`config.mk`:
```
export PLATFORM = sky130hd
export DESIGN_NAME = cart_loader
export DESIGN_NICKNAME = d
export VERILOG_FILES = /design/src/rtl/cart_loader.sv
export SDC_FILE = /design/constraint.sdc
export NUM_CORES = 1
export LEC_CHECK = 0
export ABC_CLOCK_PERIOD_IN_PS = 4100
export BUFFER_PORTS_ARGS = -buffer_cell sky130_fd_sc_hd__buf_2
export CAP_MARGIN = 20
export CELL_PAD_IN_SITES_DETAIL_PLACEMENT = 0
export CELL_PAD_IN_SITES_GLOBAL_PLACEMENT = 2
export CORE_ASPECT_RATIO = 1.2
export CORE_MARGIN = 10
export CORE_UTILIZATION = 35
export CTS_BUF_LIST = sky130_fd_sc_hd__clkbuf_16
export DETAILED_ROUTE_END_ITERATION = 10
export GPL_ROUTABILITY_DRIVEN = 0
export PLACE_DENSITY = 0.71
export SYNTH_ARGS = -nofsm -noshare
export SYNTH_HDL_FRONTEND = slang
export SYNTH_SLANG_ARGS = --single-unit
```
`constraint.sdc`:
```
create_clock -name clk -period 4.1 [get_ports clk]
set_clock_uncertainty 0.2 [all_clocks]
set_input_delay 0.205 -clock clk [delete_from_list [all_inputs] [get_ports clk]]
set_output_delay 0.205 -clock clk [all_outputs]
set_load 0.01 [all_outputs]
```
`src/rtl/cart_loader.sv`:
```
// Cartridge download path: buffers iosys ROM bytes, writes them to SDRAM channel 0
// through the toggle handshake, then derives image size masks for the read path.
module cart_loader #(
  parameter int ADDR_W     = 22,
  parameter int FIFO_DEPTH = 4
) (
  input  logic              clk,
  input  logic              reset,
  input  logic              rom_loading,
  input  logic [7:0]        rom_do,
  input  logic              rom_do_valid,
  output logic              req0,
  input  logic              ack0,
  output logic [ADDR_W-1:0] addr0,
  output logic [7:0]        din0,
  output logic              sys_reset,
  output logic [ADDR_W-1:0] cart_mask,
  output logic [ADDR_W-1:0] cart_mask512,
  output logic              cart_sz512,
  output logic [ADDR_W:0]   load_bytes,
  output logic              overflow,
  output logic              busy
);

  localparam int PTR_W = $clog2(FIFO_DEPTH);
  localparam logic [PTR_W:0] FIFO_FULL = (PTR_W + 1)'(FIFO_DEPTH);

  typedef enum logic [1:0] {IDLE, LOAD, DRAIN, DONE} state_t;

  state_t                state;
  logic                  rom_loading_q;
  logic [ADDR_W+7:0]     fifo_mem [FIFO_DEPTH];
  logic [PTR_W-1:0]      wr_ptr;
  logic [PTR_W-1:0]      rd_ptr;
  logic [PTR_W:0]        count;

  logic                  rom_rise;
  logic                  rom_fall;
  logic                  chan_idle;
  logic                  push_try;
  logic                  push;
  logic                  pop;
  logic                  sz512;
  logic [ADDR_W:0]       bytes_less_hdr;

  // Ones from bit 0 up to the MSB of n-1, i.e. the smallest power-of-two window holding n bytes.
  function automatic logic [ADDR_W-1:0] size_mask(input logic [ADDR_W:0] n);
    logic [ADDR_W:0]   v;
    logic [ADDR_W-1:0] m;
    v = n - 1'b1;
    m = '0;
    m[ADDR_W-1] = v[ADDR_W-1];
    for (int i = ADDR_W - 2; i >= 0; i--) m[i] = v[i] | m[i+1];
    return (n <= (ADDR_W + 1)'(1)) ? '0 : m;
  endfunction

  // NOTE: edges are taken against a registered copy so each transition is seen exactly once.
  assign rom_rise  = rom_loading & ~rom_loading_q;
  assign rom_fall  = ~rom_loading & rom_loading_q;
  assign chan_idle = (req0 == ack0);

  assign push_try = (state == LOAD) && rom_do_valid && !rom_rise;
  assign push     = push_try && (count != FIFO_FULL) && !load_bytes[ADDR_W];
  assign pop      = ((state == LOAD) || (state == DRAIN)) && chan_idle &&
                    (count != '0) && !rom_rise;

  assign sz512          = (load_bytes[9:0] == 10'd512);
  assign bytes_less_hdr = load_bytes - (ADDR_W + 1)'(512);
  assign busy           = (state == LOAD) || (state == DRAIN);

  // NOTE: the FIFO storage has no reset; only pointers and count define its contents.
  always_ff @(posedge clk) begin
    if (push) fifo_mem[wr_ptr] <= {load_bytes[ADDR_W-1:0], rom_do};
  end

  always_ff @(posedge clk) begin
    if (reset) begin
      state         <= IDLE;
      rom_loading_q <= 1'b0;
      req0          <= 1'b0;
      addr0         <= '0;
      din0          <= '0;
      sys_reset     <= 1'b1;
      cart_mask     <= '0;
      cart_mask512  <= '0;
      cart_sz512    <= 1'b0;
      load_bytes    <= '0;
      overflow      <= 1'b0;
      wr_ptr        <= '0;
      rd_ptr        <= '0;
      count         <= '0;
    end else begin
      rom_loading_q <= rom_loading;
      if (rom_rise) begin
        // A write already in flight keeps req0 as is; the flushed FIFO blocks new issues.
        state      <= LOAD;
        sys_reset  <= 1'b1;
        load_bytes <= '0;
        overflow   <= 1'b0;
        wr_ptr     <= '0;
        rd_ptr     <= '0;
        count      <= '0;
      end else begin
        if (push) begin
          wr_ptr     <= wr_ptr + 1'b1;
          load_bytes <= load_bytes + 1'b1;
        end
        if (push_try && !push) overflow <= 1'b1;
        if (pop) begin
          rd_ptr <= rd_ptr + 1'b1;
          addr0  <= fifo_mem[rd_ptr][ADDR_W+7:8];
          din0   <= fifo_mem[rd_ptr][7:0];
          req0   <= ~req0;
        end
        count <= count + (PTR_W + 1)'(push) - (PTR_W + 1)'(pop);

        case (state)
          LOAD:  if (rom_fall) state <= DRAIN;
          DRAIN: begin
            if ((count == '0) && chan_idle) begin
              state        <= DONE;
              cart_sz512   <= sz512;
              cart_mask    <= size_mask(load_bytes);
              cart_mask512 <= sz512 ? size_mask(bytes_less_hdr) : size_mask(load_bytes);
            end
          end
          DONE:    sys_reset <= 1'b0;
          default: ;
        endcase
      end
    end
  end

endmodule
```
==> flow_metrics.tcl <==
set metrics [dict create \
    cts_setup_buffers 0 \
    overflow 0 \
    h-tree-depth 1 \
    nNetsFinal 1103 \
    diodes 0 \
    wl_mm 28.9 \
    worstSkewPairLatency_ns 0.52 \
    grt_max_degree 64 \
    avgSynthCellArea_um2 11.1 \
    synth_nets 970 \
    synth_flop_cell "edfxtp_1" \
    dp_hpwl_mm 20.1 \
    hold_path.class "input pin to flop" \
    syn2layout_area_growth_pct 19.2 \
    ys_seq_area_share_pct 55.9 \
    wl_met1_mm 13.1 \
    drtAntennaViolNets 0 \
    cts_tree "done" \
    relSlewSlack_pct 27.2 \
    core_area_um2 29500 \
    worst_slew_pin_slew_ns 1.08 \
    wl_met2_mm 13.8 \
    fp-row-count 69 \
    arrival_ns 3.98 \
    route.met3.wl_mm 1.53 \
    slew_viol_final 0 \
    wl_per_cell_um 19.5 \
    cap_violations 0 \
    setup_violations 0 \
    cts.clk_slew.worst_paths_ns 0.07 \
    grt_usage_pct 15.3 \
    fmax_mhz 265 \
    cp_cell_sequence "inv_1 -> ha_1 -> nor3b_2 -> nand2_1 -> o21a_1 -> a2111oi_2 -> and4_1 -> nand4_4 -> or3_1 -> a32o_1" \
    yosysTopAreaCellShare_pct 34.6 \
    drtIter0Drc 450 \
    via_per_inst 5.19 \
    required_ns 4.30 \
    yosys-top-cells-area "edfxtp_1, dfxtp_1, mux4_2, nand2_1, a21oi_1" \
    end_kind "flop" \
    grt_pass1_wl_mm 45.8 \
    critPathSlowestCell "ha_1" \
    ys_seq_elements 231 \
    setup_tns_ns 0 \
    first_global_vias 7829 \
    dieArea_um2 37100 \
    fin_crit_sh_pct 92.2 \
    synthArstFlopShare_pct 0 \
    io_pins 115 \
    yosys-top-cells-count "edfxtp_1, nand2_1, dfxtp_1" \
    synth-edff-count 120 \
    antenna_found_initial 0 \
    cts_buffers 25 \
    cp_slowest_stage_delay_ns 0.48 \
    synthesis.area_um2 10400 \
    hold_violations 0 \
    topRoutingLayerUsed "met4" \
    fin_cells 1480 \
    peakVddDrop_mv 0.258 \
    drtPass1Iterations 5 \
    worstPathMaxFanout 13 \
    port_buffers 114 \
    vias 7684 \
    start_util_pct 35.3 \
    clock_sinks 231 \
    die_w_um 178 \
    fin_crit_ns 3.78 \
    cts_max_path_buffers 3 \
    dp_cells 1424 \
    yosysTopAreaCell "edfxtp_1" \
    syn_inst 938 \
    rsz0062_at_grt "no" \
    synth_most_common_cell "edfxtp_1" \
    dieHeight_um 209 \
    power.density_nw_per_um2 381 \
    p_leak_nw 4.57 \
    root_buffer "clkbuf_16" \
    route.detailed.drc 0 \
    synth_cell_types 76 \
    criticalPathCategory "flop to flop" \
    start_kind "flop" \
    yosysWarnings 0 \
    status "completed" \
    drive_gt1_share_pct 22.8 \
]
[sequential cells by signal (all words and copies together), names as in the netlist, 2 cells and up]
signal and cells:
load_bytes 23, addr0 22, fifo_mem 120, cart_mask 22, din0 8, rd_ptr 2
wr_ptr 2, count 3, cart_mask512 22, state 2
[where the power goes]
group          switching (W)  internal [W]  leakage (nW)  total [W]
combinational      0.0000982     0.0000593          2.23   0.000158
sequential         0.0000110       0.00244          1.93    0.00245
clock               0.000895       0.00123         0.402    0.00213
[metal layers]
| metal | vias to the layer above | track usage (%) |
|---|---|---|
| met2 | 191 | 25.5 |
| met4 | 0 | 3.20 |
| met1 | 3753 | 20.4 |
| met5 | - | 0 |
| li1 | 3703 | - |
| met3 | 37 | 2.65 |
[worst paths after layout]
path	from	cells past startpoint	slack [ns]	to
max reg2reg	load_bytes[10]$_SDFFE_PP0P_	10	0.32	cart_mask[3]$_SDFFE_PP0P_
min reg2reg	addr0[7]$_SDFFE_PP0P_	2	0.25	addr0[7]$_SDFFE_PP0P_
min	reset	3	0.20	sys_reset$_SDFFE_PP1N_
max	load_bytes[10]$_SDFFE_PP0P_	10	0.32	cart_mask[3]$_SDFFE_PP0P_
[critical path, delay by kind of cell, from the launching register on]
family,cells,cell delay [ns]
and+or+nand+nor,5,1.56
AOI/OAI and AO/OA,3,0.92
adders and majority gates,1,0.48
DFF,1,0.33
buffers and inverters,1,0.18
[through the flow]
stage          total power, W  area (µm²)  util, %  worst slack (ns)  hold WS, ns
6_report              0.00474       12400     42.1             0.321        0.204
5_1_grt               0.00492       12400     42.1            0.0601        0.238
4_1_cts               0.00480       12400     42.1             0.322        0.183
3_5_place_dp          0.00265       11600     39.1             0.369        0.224
3_3_place_gp          0.00265       11600     39.1             0.453        0.222
2_1_floorplan         0.00260       10400        -             0.314        0.104
[placed cells by master, fill, tap and decap left out, types with 30 or more instances in the layout]
cell / count
mux4_2: 30
buf_2: 114
buf_4: 48
nor2_1: 85
nand2_1: 113
edfxtp_1: 120
a21oi_1: 64
xnor2_1: 30
dfxtp_1: 109
o21ai_0: 30
[kinds of logic after synthesis]
group / count (synthesis) / synth area share (%)
buffers and inverters: 89 / 3.59
muxes: 30 / 6.48
adders and majority gates: 19 / 2.35
AOI/OAI and AO/OA: 179 / 11.0
and+or+nand+nor: 338 / 16.3
xor gates and xnor gates: 52 / 4.37
DFF: 231 / 55.9
[cell type report]
cell class / count / area (µm²)
Clock buffer: 25 / 626
Clock inverter: 21 / 146
Fill cell: 2929 / 17100
Inverter: 23 / 86.3
Multi-Input combinational cell: 618 / 4230
Sequential cell: 231 / 5830
Tap cell: 390 / 488
Timing Repair Buffer: 172 / 1030
[timing repair]
| action | CTS | global route |
|---|---|---|
| resized for setup | 0 | 0 |
| setup endpoints to repair | 0 | 0 |
| hold buffers | 10 | 0 |
| endpoints found under the hold margin | 34 | 0 |
Power figures use the tool's default switching activity.
